<file path="src/rtl/mac_accum16s_pkg.sv">
// Shared types and default widths for the block multiply-accumulate unit.
package mac_accum16s_pkg;

  localparam int unsigned DefInW  = 16;
  localparam int unsigned DefAccW = 24;
  localparam int unsigned DefOutW = 16;

  typedef enum logic [1:0] {
    StIdle = 2'd0,
    StAcc  = 2'd1,
    StHold = 2'd2
  } state_e;

endpackage

</file>
<file path="src/rtl/mac_accum16s_sat_shift.sv">
// Arithmetic right shift of the accumulator followed by clamping to the output range.
module mac_accum16s_sat_shift #(
  parameter int unsigned ACC_W = 24,
  parameter int unsigned OUT_W = 16,
  parameter int unsigned SHIFT = 0
) (
  input  logic [ACC_W-1:0] acc,
  output logic [OUT_W-1:0] value,
  output logic             sat
);

  logic signed [ACC_W-1:0] s;
  logic signed [ACC_W-1:0] max_ext;
  logic signed [ACC_W-1:0] min_ext;

  assign s       = $signed(acc) >>> SHIFT;
  assign max_ext = {{(ACC_W-OUT_W+1){1'b0}}, {(OUT_W-1){1'b1}}};
  assign min_ext = {{(ACC_W-OUT_W+1){1'b1}}, {(OUT_W-1){1'b0}}};

  always_comb begin
    value = s[OUT_W-1:0];
    sat   = 1'b0;
    if (s > max_ext) begin
      value = {1'b0, {(OUT_W-1){1'b1}}};
      sat   = 1'b1;
    end else if (s < min_ext) begin
      value = {1'b1, {(OUT_W-1){1'b0}}};
      sat   = 1'b1;
    end
  end

endmodule

</file>
<file path="src/rtl/mac_accum16s.sv">
// Sums a block of signed products, then scales, saturates and hands the result to a sink.
module mac_accum16s
  import mac_accum16s_pkg::*;
#(
  parameter int unsigned IN_W  = DefInW,
  parameter int unsigned ACC_W = DefAccW,
  parameter int unsigned LEN_W = 8,
  parameter int unsigned OUT_W = DefOutW,
  parameter int unsigned SHIFT = 0
) (
  input  logic             clk,
  input  logic             rst,
  input  logic             start,
  input  logic [LEN_W-1:0] len,
  input  logic             prod_valid,
  input  logic [IN_W-1:0]  prod,
  output logic             busy,
  output logic             sum_valid,
  input  logic             sum_ready,
  output logic [OUT_W-1:0] sum,
  output logic             acc_ovf,
  output logic             sat
);

  state_e             state_q, state_d;
  logic [ACC_W-1:0]   acc_q, acc_d;
  logic [LEN_W-1:0]   cnt_q, cnt_d;
  logic               ovf_q, ovf_d;
  logic [OUT_W-1:0]   sum_q, sum_d;
  logic               sat_q, sat_d;

  logic [ACC_W-1:0]   addend;
  logic [ACC_W-1:0]   acc_add;
  logic               add_ovf;
  logic [OUT_W-1:0]   sh_value;
  logic               sh_sat;
  logic               accept_start;

  assign addend  = ACC_W'($signed(prod));
  assign acc_add = acc_q + addend;
  // Wrap occurs only when both operands share a sign that the result does not.
  assign add_ovf = (acc_q[ACC_W-1] == addend[ACC_W-1]) &&
                   (acc_add[ACC_W-1] != acc_q[ACC_W-1]);

  // Scaled from the post-add value so the result is registered on the final product edge.
  mac_accum16s_sat_shift #(
    .ACC_W (ACC_W),
    .OUT_W (OUT_W),
    .SHIFT (SHIFT)
  ) u_sat_shift (
    .acc   (acc_add),
    .value (sh_value),
    .sat   (sh_sat)
  );

  assign accept_start = start && ((state_q == StIdle) || ((state_q == StHold) && sum_ready));

  always_comb begin
    state_d = state_q;
    acc_d   = acc_q;
    cnt_d   = cnt_q;
    ovf_d   = ovf_q;
    sum_d   = sum_q;
    sat_d   = sat_q;

    case (state_q)
      StIdle: ;
      StAcc: begin
        if (prod_valid) begin
          acc_d = acc_add;
          cnt_d = cnt_q - 1'b1;
          ovf_d = ovf_q | add_ovf;
          if (cnt_q == LEN_W'(1)) begin
            state_d = StHold;
            sum_d   = sh_value;
            sat_d   = sh_sat;
          end
        end
      end
      StHold: begin
        if (sum_ready) state_d = StIdle;
      end
      default: state_d = StIdle;
    endcase

    // Back-to-back start in the handshake cycle follows the idle rules.
    if (accept_start) begin
      acc_d = '0;
      ovf_d = 1'b0;
      if (len != '0) begin
        cnt_d   = len;
        state_d = StAcc;
      end else begin
        cnt_d   = '0;
        sum_d   = '0;
        sat_d   = 1'b0;
        state_d = StHold;
      end
    end
  end

  always_ff @(posedge clk) begin
    if (rst) begin
      state_q <= StIdle;
      acc_q   <= '0;
      cnt_q   <= '0;
      ovf_q   <= 1'b0;
      sum_q   <= '0;
      sat_q   <= 1'b0;
    end else begin
      state_q <= state_d;
      acc_q   <= acc_d;
      cnt_q   <= cnt_d;
      ovf_q   <= ovf_d;
      sum_q   <= sum_d;
      sat_q   <= sat_d;
    end
  end

  assign busy      = (state_q == StAcc);
  assign sum_valid = (state_q == StHold);
  assign sum       = sum_q;
  assign acc_ovf   = ovf_q;
  assign sat       = sat_q;

endmodule

</file>
<file path="config.mk">
export PLATFORM = sky130hd
export DESIGN_NAME = mac_accum16s
export DESIGN_NICKNAME = d
export VERILOG_FILES = /design/src/rtl/mac_accum16s_pkg.sv /design/src/rtl/mac_accum16s_sat_shift.sv /design/src/rtl/mac_accum16s.sv
export SDC_FILE = /design/constraint.sdc
export NUM_CORES = 1
export LEC_CHECK = 0
export ABC_AREA = 0
export BUFFER_PORTS_ARGS = -buffer_cell sky130_fd_sc_hd__buf_2
export CAP_MARGIN = 40
export CORE_MARGIN = 2
export CORE_UTILIZATION = 60
export CTS_BUF_LIST = sky130_fd_sc_hd__clkbuf_8
export DETAILED_ROUTE_END_ITERATION = 6
export PLACE_DENSITY_LB_ADDON = 0.15
export SYNTH_ARGS = -nofsm -noshare
export SYNTH_HDL_FRONTEND = slang
export SYNTH_SLANG_ARGS = --single-unit
</file>
<file path="constraint.sdc">
create_clock -name clk -period 3.4 [get_ports clk]
set_input_delay 0.17 -clock clk [delete_from_list [all_inputs] [get_ports clk]]
set_output_delay 0.17 -clock clk [all_outputs]
set_load 0.005 [all_outputs]
</file>
; ---- Word level (Yosys, flattened, before mapping)
; Index checks and enable logic that the tools add are counted.
[totals]
elab_cells = 56
memories = 0
register_bits = 52
latchBits = 0
romBits = 0
mem_bits_rw = 0
[op_classes]
reduce_logical = 12
eq_ne = 9
shifts = 0
n_div = 0
order_cmp = 2
muxes = 24
multipliers = 0
n_addsub = 2
n_bitwise = 1
[op_table]
columns = op, n
row1 = two-way mux 16 bit, 7
row2 = two-way mux 8 bit, 4
row3 = adder 24 bit, 1
row4 = "greater-than comparator 24 x 16 -> 1 bit, second input constant", 1
row5 = "less-than comparator 24 x 16 -> 1 bit, second input constant", 1
row6 = two-way mux 2 bit, 5
row7 = "== test 8 x 1 -> 1 bit, second input constant", 1
row8 = nonzero test 8 bit, 1
row9 = "subtractor 8 x 1 -> 8 bit, second input constant", 1
row10 = two-way mux 1 bit, 7
row11 = "inequality test 3 x 1 -> 1 bit, second input constant", 2
row12 = case mux 2 bit (3 select lines), 1
row13 = AND reduction 2 bit, 2
row14 = AND reduction 4 bit, 1
row15 = nonzero test 2 bit, 2
row16 = logical AND 1 bit, 3
row17 = "inequality test 3 x 2 -> 1 bit, second input constant", 1
row18 = "== test 2 x 1 -> 1 bit, second input constant", 1
row19 = "== test 2 bit, second input constant", 1
row20 = logical NOT 2 bit, 1
row21 = "inequality test 2 bit, second input constant", 1
row22 = OR reduction 2 bit, 1
row23 = == test 1 bit, 1
row24 = logical OR 1 bit, 1
row25 = 2 further kinds, 2

; ---- Logic depth before layout (Yosys ltp)
; Gate-level depths: netlist of run 1.
[logic_depth]
word_depth = 9
ltp_mapped = 14
mapped_depth_nobuf = 12

; ---- Hierarchy
; A second synthesis of run 1 with hierarchy kept.
[unflattened]
hier_cells = 459
hier_area_um2 = 3626.0
[by_module_without_submodules]
columns = module, n_inst, area_each_um2, cells_per_inst
row1 = mac_accum16s, 1, 3325.7, 414
row2 = mac_accum16s_sat_shift, 1, 300.3, 45

; ---- Least setup slack after synthesis of run 1
; OpenSTA, ideal clock, no wires.
[synth_timing]
path_type = register to register
startpoint = register acc_q[4]
endpoint = register sum_q[10], in the netlist sum[10]
arrival_time_ns = 2.820
setup_ns = 0.135
path_stages_with_launch = 13
period_less_slack_ns = 2.955
setup_slack_ns = 0.445
t_required_ns = 3.265
cell_sequence = dfxtp_1 > ha_1 > and3_1 > a221oi_2 > o21ai_2 > a2111oi_2 > nor3_1 > mux2i_1 > nor2_1 > nor2b_1 > clkbuf_1 > buf_4 > o22ai_1
[synth_via]
elab_chain_cells = 9
[synth_lines]
columns = element, line
row1 = "start, declared", mac_accum16s.sv:26  ; logic [ACC_W-1:0] acc_q, acc_d;
row2 = "start signal, assigned", mac_accum16s.sv:105  ; acc_q <= '0;
row3 = "start signal, assigned", mac_accum16s.sv:112  ; acc_q <= acc_d;
row4 = adder 24 bit *, mac_accum16s.sv:40  ; assign acc_add = acc_q + addend;
row5 = less-than comparator 24 x 16 -> 1 bit, mac_accum16s_sat_shift.sv:26  ; end else if (s < min_ext) begin
row6 = two-way mux 16 bit, mac_accum16s_sat_shift.sv:26
row7 = two-way mux 16 bit *, mac_accum16s_sat_shift.sv:23  ; if (s > max_ext) begin
row8 = two-way mux 16 bit *, mac_accum16s.sv:73  ; if (cnt_q == LEN_W'(1)) begin
row9 = two-way mux 16 bit *, mac_accum16s.sv:69  ; if (prod_valid) begin
row10 = two-way mux 16 bit *, mac_accum16s.sv:66  ; case (state_q)
row11 = two-way mux 16 bit, mac_accum16s.sv:90  ; if (len != '0) begin
row12 = two-way mux 16 bit *, mac_accum16s.sv:87  ; if (accept_start) begin
row13 = "end signal, assigned", mac_accum16s.sv:115  ; sum_q <= sum_d;
row14 = "end, declared", mac_accum16s.sv:29  ; logic [OUT_W-1:0] sum_q, sum_d;
; Every way passes the cells marked *; elsewhere a longest branch is shown, timed or not.
; A chain may end at the register's enable or synchronous reset.

; ---- Final worst setup path of run 1
; Ends and elaborated chain as after synthesis.

==> results.json, run 1 <==
{
  "status": "completed",
  "finalSetupViolCount": 0,
  "die_area_um2": 6618,
  "syn_nets": 523,
  "drt-initial-drc-count": 313,
  "powerDensity_nw_per_um2": 353.2,
  "syn_avg_cell_area_um2": 7.670,
  "power_frac_comb_pct": 22.8,
  "power.share.switching_pct": 31.09,
  "coreArea_um2": 5851,
  "postPlaceCellArea_um2": 3885,
  "seq_power_share_pct": 45.8,
  "clockPowerShare_pct": 31.5,
  "synth_area_um2": 3590,
  "ctsRootBufferMaster": "clkbuf_8",
  "cts_tree": "done",
  "synth_area_leaders": "dfxtp_1 (29%), ha_1 (8.7%), a21oi_1 (7.2%)",
  "htree_levels": 2,
  "finalHoldViolations": 0,
  "fin_worst_skew_ps": 7.605,
  "cp.arrival_ps": 3450,
  "drive_above_1_share_pct": 16.57,
  "numPortBuffers": 48,
  "die_h_um": 81.35,
  "ys_types": 57,
  "startpoint": "acc_q[4]",
  "multi_input_area_um2": 2420,
  "grtUsageTotal_pct": 28.66,
  "ir_worst_vdd_mv": 0.1947,
  "path_clk_slew_ps": 100,
  "dpl.hpwl_um": 6906,
  "antenna_found_initial": 0,
  "finalCritPeriodShare_pct": 95.76,
  "regArea_um2": 1041,
  "yosysSeqAreaShare_pct": 29.00,
  "worstPathRequired_ps": 3600,
  "insertion_delay_ps": 320,
  "first_pass_iters": 5,
  "leakage_nw": 1.663,
  "slew_violations": 0,
  "critPathSlowestCell": "a2111oi_2",
  "syn_inst": 468,
  "gr-total-overflow": 0,
  "hold_class": "in2reg",
  "post_cts_buffers": 0,
  "wire_per_inst_um": 15.99,
  "drt_wl_total_um": 9307,
  "crit_chain": "ha_1 -> and3_1 -> a221oi_2 -> o21ai_2 -> a2111oi_2 -> nor3_1 -> mux2i_1 -> nor2_1 -> nor2b_1 -> buf_4 -> o22ai_1",
  "max_freq_mhz": 307.2,
  "cp-end-kind": "register",
  "p_int_w": 0.0009799,
  "start_util_pct": 61.36,
  "dr_total_vias": 3605,
  "start_kind": "register",
  "setup_tns_ps": 0,
  "slowest_delay_ps": 520,
  "ff2ff_setup_slack_ps": 140,
  "rsz0062_at_grt": "no",
  "crit_end": "sum[10]",
  "rows": 28,
  "fillers": 479,
  "gp_congestion": 0.8900,
  "viasPerCell": 6.194,
  "synthArstFlopShare_pct": 0,
  "ant_nets": 0,
  "path_class": "reg2reg",
  "synth_top_area_cell": "dfxtp_1",
  "worstPathMaxFanout": 16,
  "numCtsBuffers": 5,
  "r2r.worst_path.cells": 11,
  "grt_max_degree": 32,
  "layout_common_cells": "nand2_1 (63), dfxtp_1 (52), a21oi_1 (51)",
  "synth_warnings": 0,
  "drc": 0,
  "layout_commonest_cell": "nand2_1",
  "synth-seq-cells": 52,
  "synth_edf_count": 0,
  "grt_pass1_wl_um": 14900,
  "worstMarginPinSlew_ps": 683.4,
  "ys.flop_type": "dfxtp_1",
  "r2r_start": "acc_q[4]",
  "final_net_count": 561,
  "power_switching_w": 0.0004421,
  "cts.path.max_buffers": 2,
  "pin_count": 49,
  "die_x_um": 81.35,
  "fin_area_um2": 4026,
  "netlist.area_leader.share_pct": 29.00,
  "maxCapViolCount": 0,
  "fin_crit_ps": 3256,
  "timing.rr.end": "sum[10]",
  "first_global_vias": 3236,
  "area_delta_synth_final_pct": 12.16,
  "relSlewSlack_pct": 53.86,
  "diodes": 0,
  "numClockSinks": 52
}
cells by family after synthesis:
group | Yosys count | synth area share (%)
AOI/OAI and AO/OA | 171 | 30.95
and+or+nand+nor | 163 | 21.64
DFF | 52 | 29.00
buffers and inverters | 38 | 4.566
adders and majority gates | 26 | 9.272
xor gates and xnor gates | 14 | 3.416
muxes | 4 | 1.150
registers in the layout, summed over array words and instances (netlist names):
signal and flops:
cnt_q 8, state_q 2, acc_q 24, sum 16
sat 1, acc_ovf 1
power groups by stage:
| stage | clock [W] | combinational [W] | sequential, W |
|---|---|---|---|
| 2_1_floorplan | 0 | 0.000223 | 0.000661 |
| 3_3_place_gp | 0 | 0.000306 | 0.000663 |
| 3_5_place_dp | 0 | 0.000312 | 0.000665 |
| 4_1_cts | 0.000453 | 0.000314 | 0.000651 |
| 5_1_grt | 0.000477 | 0.000356 | 0.000655 |
| 6_report | 0.000447 | 0.000324 | 0.000651 |
per-layer routing:
metal	vias to the layer above	part of all wire (%)	track usage, %
met4	0	1.5	8.136
met3	14	5.8	4.778
met1	1659	46	37.81
met5	-	0	0
li1	1808	-	-
met2	124	47	48.03
area by class of cell:
type | count | share of cell area [%]
Multi-Input combinational cell | 378 | 60.10
Inverter | 13 | 1.212
Timing Repair Buffer | 56 | 7.644
Clock inverter | 3 | 1.150
Sequential cell | 52 | 25.85
Tap cell | 75 | 2.331
Clock buffer | 5 | 1.709
repair_timing:
action | in CTS | in global routing
hold endpoints to repair | 0 | 0
endpoints found under the setup margin | 0 | 6
hold buffers | 0 | 0
gates resized for setup | 0 | 5
worst max-delay path, delay by kind of cell, from the launching register on:
kind / cells / cell delay (ps)
AO/OA/AOI/OAI: 4 / 1210
AND/OR/NAND/NOR: 4 / 840
adder cells (fa/ha/maj): 1 / 350
flip-flops: 1 / 330
buffers and inverters: 1 / 230
multiplexers: 1 / 170
worst min-delay path by stage:
| stage | start | endpoint | depth (start not counted) |
|---|---|---|---|
| 3_5_place_dp | acc_ovf | acc_ovf | 2 |
| 5_1_grt | len[5] | cnt_q[5] | 3 |
| 4_1_cts | len[1] | cnt_q[1] | 3 |
| 2_1_floorplan | len[1] | cnt_q[1] | 2 |
| 3_3_place_gp | acc_ovf | acc_ovf | 2 |
| 6_report | len[1] | cnt_q[1] | 3 |
Yosys cell counts, types with 7 or more instances:
cell type and number:
nor2_1 40, xnor2_1 10, a21o_1 10, o211ai_1 16, o21a_1 7, nand2_1 63
inv_1 13, dfxtp_1 52, a21oi_1 52, a211oi_1 9, o22ai_1 14, o21ai_0 32
nor3_1 11, clkbuf_1 18, ha_1 25, nand3_1 11
stage by stage:
| step | hold slack, ps | cells | setup WS, ps | utilization (%) | power (W) |
|---|---|---|---|---|---|
| 2_1_floorplan | 324.7 | 468 | 445.0 | - | 0.0008843 |
| 3_3_place_gp | 430.2 | 573 | 259.7 | 66.15 | 0.0009694 |
| 3_5_place_dp | 438.1 | 574 | 202.1 | 66.40 | 0.0009762 |
| 4_1_cts | 109.0 | 582 | 177.8 | 68.37 | 0.001417 |
| 5_1_grt | 130.1 | 582 | 24.00 | 68.82 | 0.001488 |
| 6_report | 115.0 | 582 | 144.3 | 68.82 | 0.001422 |
Note: power is estimated with default switching activity, not from simulation.
==> inputs of run 2 (changes only) <==
MAX_ROUTING_LAYER = met4   (was not set)
SKIP_LAST_GASP = 1   (was not set)
clock period = 3.7 ns   (was 3.4 ns; I/O delays follow)
==> results.json, run 2 (synthesized netlist as in run 1, its figures left out) <==
{
  "status": "completed",
  "slew_violations": 0,
  "powerDensity_nw_per_um2": 312.8,
  "crit_buf_inv": 2,
  "cts-resized-gates": 0,
  "ant_nets": 0,
  "pin_count": 49,
  "start_kind": "register",
  "finalCritPeriodShare_pct": 89.69,
  "crit_family": "compound AO/OA/AOI/OAI gates",
  "cp-end-kind": "register",
  "dp.cells": 572,
  "grt_max_degree": 31,
  "path_clk_slew_ps": 100,
  "layout_common_cells": "nand2_1 (63), dfxtp_1 (52), a21oi_1 (51)",
  "numClockSinks": 52,
  "largest_register_ffs": 24,
  "die_h_um": 81.35,
  "worstMarginPinSlew_ps": 616.1,
  "finalSetupViolCount": 0,
  "grt_pass1_wl_um": 14750,
  "rsz0062_at_grt": "no",
  "fin_area_um2": 3988,
  "whs_ps": 134.6,
  "post_cts_buffers": 0,
  "drt_wl_total_um": 9291,
  "layout_commonest_cell": "nand2_1",
  "insertion_delay_ps": 310,
  "crit_end": "sat",
  "r2r_start": "acc_q[0]",
  "crit_cells": 13,
  "drt-initial-drc-count": 322,
  "htree_levels": 2,
  "finalHoldViolations": 0,
  "worstPathMaxFanout": 16,
  "setup_tns_ps": 0,
  "maxCapViolCount": 0,
  "rows": 28,
  "die_area_um2": 6618,
  "postPlaceCellArea_um2": 3890,
  "dr_total_vias": 3626,
  "leakage_nw": 1.647,
  "drc": 0,
  "relSlewSlack_pct": 58.70,
  "hold_class": "in2reg",
  "numPortBuffers": 48,
  "wire_per_inst_um": 16.02,
  "top_register": "acc_q",
  "holdCritStartpoint": "len[3]",
  "first_pass_iters": 5,
  "grtUsageTotal_pct": 29.42,
  "cpMostUsedCell": "nor2b_1",
  "viasPerCell": 6.252,
  "path_class": "reg2reg",
  "max_freq_mhz": 301.4,
  "r2r.worst_path.cells": 13,
  "gr-total-overflow": 0,
  "dpl.hpwl_um": 6893,
  "final_cells": 580,
  "gp_congestion": 0.9254,
  "first_global_vias": 3112,
  "worstPathRequired_ps": 3910,
  "area_delta_synth_final_pct": 11.08,
  "ctsRootBufferMaster": "clkbuf_8",
  "final_net_count": 559,
  "critPathSlowestCell": "a311oi_1",
  "ff2ff_setup_slack_ps": 380,
  "antenna_found_initial": 0,
  "cts.path.max_buffers": 2,
  "drive_above_1_share_pct": 15.45,
  "timing.rr.end": "sat",
  "fin_worst_skew_ps": 9.484,
  "ctsHoldBuffers": 0,
  "coreArea_um2": 5851,
  "ir_worst_vdd_mv": 0.1839,
  "startpoint": "acc_q[0]",
  "start_util_pct": 61.36,
  "cp.arrival_ps": 3530,
  "diodes": 0,
  "cts_tree": "done",
  "fin_crit_ps": 3318,
  "numCtsBuffers": 5,
  "final_core_util_pct": 68.16,
  "crit_chain": "ha_1 -> inv_1 -> fa_1 -> nor2b_1 -> o2111ai_1 -> a21o_1 -> and2_1 -> a311oi_1 -> nand3_1 -> nor4b_2 -> nor2b_1 -> buf_4 -> o21a_1",
  "slowest_delay_ps": 470,
  "die_x_um": 81.35
}
-- run 2: worst min-delay path, stage by stage --
cell     delay [ps]
buf_2           100
nand2_1          50
a31oi_1          70
-- run 2: worst min-delay path by stage --
stage / to / slack (ps) / cells past startpoint
3_3_place_gp: acc_ovf / 430 / 2
2_1_floorplan: cnt_q[1] / 340 / 2
3_5_place_dp: acc_ovf / 440 / 2
6_report: cnt_q[3] / 130 / 3
5_1_grt: cnt_q[1] / 140 / 3
4_1_cts: cnt_q[3] / 140 / 3
-- run 2: per-layer routing --
| metal | part of all wire, % | routed length, um | GRT usage [%] |
|---|---|---|---|
| met5 | 0 | 0 | - |
| met4 | 0.86 | 80 | 6.780 |
| met3 | 5.4 | 501 | 3.889 |
| met2 | 48 | 4446 | 47.95 |
| met1 | 46 | 4264 | 38.76 |
-- run 2: layout make-up --
| class | instances | area, um^2 |
|---|---|---|
| flip-flops and latches | 52 | 1041 |
| clock inverters | 2 | 15.01 |
| well taps | 75 | 93.84 |
| inverters | 13 | 48.80 |
| clock buffers | 6 | 82.58 |
| repair buffers | 54 | 312.8 |
| multi-input cells | 378 | 2394 |
| fillers | 521 | 1863 |
-- run 2: through the flow --
stage	setup WS, ps	total power [W]
2_1_floorplan	745.0	0.0008126
3_3_place_gp	549.3	0.0008856
3_5_place_dp	400.0	0.0008988
4_1_cts	384.1	0.001248
5_1_grt	113.6	0.001301
6_report	381.6	0.001247
-- run 2: where the power goes --
part / internal [W] / total (W) / switching [W]
registers: 0.000581 / 0.000599 / 0.0000171
clock network: 0.000152 / 0.000356 / 0.000204
logic: 0.000113 / 0.000293 / 0.000180
total: 0.000846 / 0.00125 / 0.000401
==> inputs of run 3 (changes only) <==
CELL_PAD_IN_SITES_DETAIL_PLACEMENT = 0   (was not set)
CELL_PAD_IN_SITES_GLOBAL_PLACEMENT = 2   (was not set)
CORE_UTILIZATION = 35   (was 60)
==> results.json, run 3 (synthesized netlist as in run 1, its figures left out) <==
{
  "grtUsageTotal_pct": 19.86,
  "power_frac_comb_pct": 24.3,
  "dr_total_vias": 3533,
  "numCtsBuffers": 5,
  "seq_power_share_pct": 48.2,
  "setup_tns_ps": 0,
  "worstPathRequired_ps": 3920,
  "leakage_nw": 1.647,
  "path_class": "reg2reg",
  "dp.cells": 630,
  "ir_worst_vdd_mv": 0.1683,
  "rsz0062_at_grt": "no",
  "coreArea_um2": 9864,
  "slew_violations": 0,
  "cp-end-kind": "register",
  "gr-total-overflow": 0,
  "ant_nets": 0,
  "viasPerCell": 5.538,
  "power_switching_w": 0.0004130,
  "gp_congestion": 0.8484,
  "final_net_count": 559,
  "p_int_w": 0.0008269,
  "die_x_um": 105.3,
  "finalHoldViolations": 0,
  "die_area_um2": 11080,
  "finalPower_w": 0.001240,
  "first_global_vias": 3465,
  "drc": 0,
  "post_cts_buffers": 0,
  "layout_commonest_cell": "nand2_1",
  "max_freq_mhz": 297.9,
  "clockPowerShare_pct": 27.5,
  "top_register": "acc_q",
  "worstMarginPinSlew_ps": 802.8,
  "drt-initial-drc-count": 149,
  "relSlewSlack_pct": 46.48,
  "powerDensity_nw_per_um2": 306.2,
  "die_h_um": 105.3,
  "numPortBuffers": 48,
  "power.share.switching_pct": 33.31,
  "dpl.hpwl_um": 7859,
  "worstPathMaxFanout": 16,
  "first_pass_iters": 4,
  "area_delta_synth_final_pct": 12.79,
  "diodes": 0,
  "maxCapViolCount": 0,
  "wire_per_inst_um": 16.60,
  "start_kind": "register",
  "numClockSinks": 52,
  "fin_crit_ps": 3356,
  "layout_common_cells": "nand2_1 (63), dfxtp_1 (52), a21oi_1 (51)",
  "grt_pass1_wl_um": 17420,
  "antenna_found_initial": 0,
  "final_cells": 638,
  "cp.arrival_ps": 3570,
  "start_util_pct": 36.39,
  "grt_max_degree": 37,
  "status": "completed",
  "finalCritPeriodShare_pct": 90.71,
  "cts.path.max_buffers": 2,
  "drt_wl_total_um": 10590,
  "insertion_delay_ps": 310,
  "rows": 36,
  "ctsRootBufferMaster": "clkbuf_8",
  "path_clk_slew_ps": 100,
  "largest_register_ffs": 24,
  "finalSetupViolCount": 0,
  "fin_worst_skew_ps": 8.787,
  "hold_class": "in2reg",
  "cts_tree": "done",
  "pin_count": 49,
  "drive_above_1_share_pct": 15.45,
  "htree_levels": 2
}
[run 3: cell count changes in the layout (fill, tap and decap cells not counted), sizes merged]
cell	before	now
inv	13	14
clkinv	0	1
clkinvlp	2	1
clkbuf	6	5
[run 3: power groups by stage]
stage | registers [W] | clock network [W] | logic (W)
final | 0.000598 | 0.000341 | 0.000301
after global routing | 0.000601 | 0.000376 | 0.000336
after CTS | 0.000598 | 0.000359 | 0.000300
after detailed placement | 0.000611 | 0 | 0.000299
after global placement | 0.000611 | 0 | 0.000293
after floorplan | 0.000608 | 0 | 0.000205
[run 3: through the flow]
stage	worst slack [ps]	hold WS (ps)	util, %	area, um^2
after global placement	291.9	436.7	39.81	3928
after detailed placement	252.2	439.5	40.09	3955
final	343.6	141.6	41.05	4049
after CTS	225.6	129.6	40.99	4044
after floorplan	745.0	339.7	-	3590
after global routing	87.27	157.0	41.05	4049
[run 3: cell type report]
class,count,area (um^2)
fill,1045,5816
multi-input combinational,378,2399
sequential,52,1041
timing repair buffer,54,305.3
tap,133,166.4
clock buffer,5,68.82
inverter,13,48.80
clock inverter,3,20.02
[run 3: worst max-delay path, cell delays in order (launching register included)]
cell and delay, ps:
dfxtp_1 350, ha_1 160, inv_1 50, fa_1 390, nor2b_1 190, o2111ai_1 180, a21o_1 290, and2_1 210
a311oi_1 430, nand3_1 150, nor4b_2 360, nor2b_1 90, buf_4 220, o21a_1 200
[run 3: final timing paths]
path / from / to / slack, ps / depth (start not counted)
max: acc_q[0] / sat / 340 / 13
min: len[0] / cnt_q[0] / 140 / 3
max reg2reg: acc_q[0] / sat / 340 / 13
min reg2reg: acc_ovf / acc_ovf / 450 / 2
[run 3: repair_timing]
| action | in CTS | in global routing |
|---|---|---|
| endpoints found under the setup margin | 0 | 1 |
| resized for setup | 0 | 1 |
| hold buffers | 0 | 0 |
[run 3: per-layer routing]
metal	share of wire (%)	wire (um)	GRT usage [%]	vias up
met2	45	4814	31.80	77
met5	0	0	-	-
met3	3.4	365	2.412	6
li1	-	-	-	1798
met4	0.92	97	3.905	0
met1	50	5316	27.11	1652
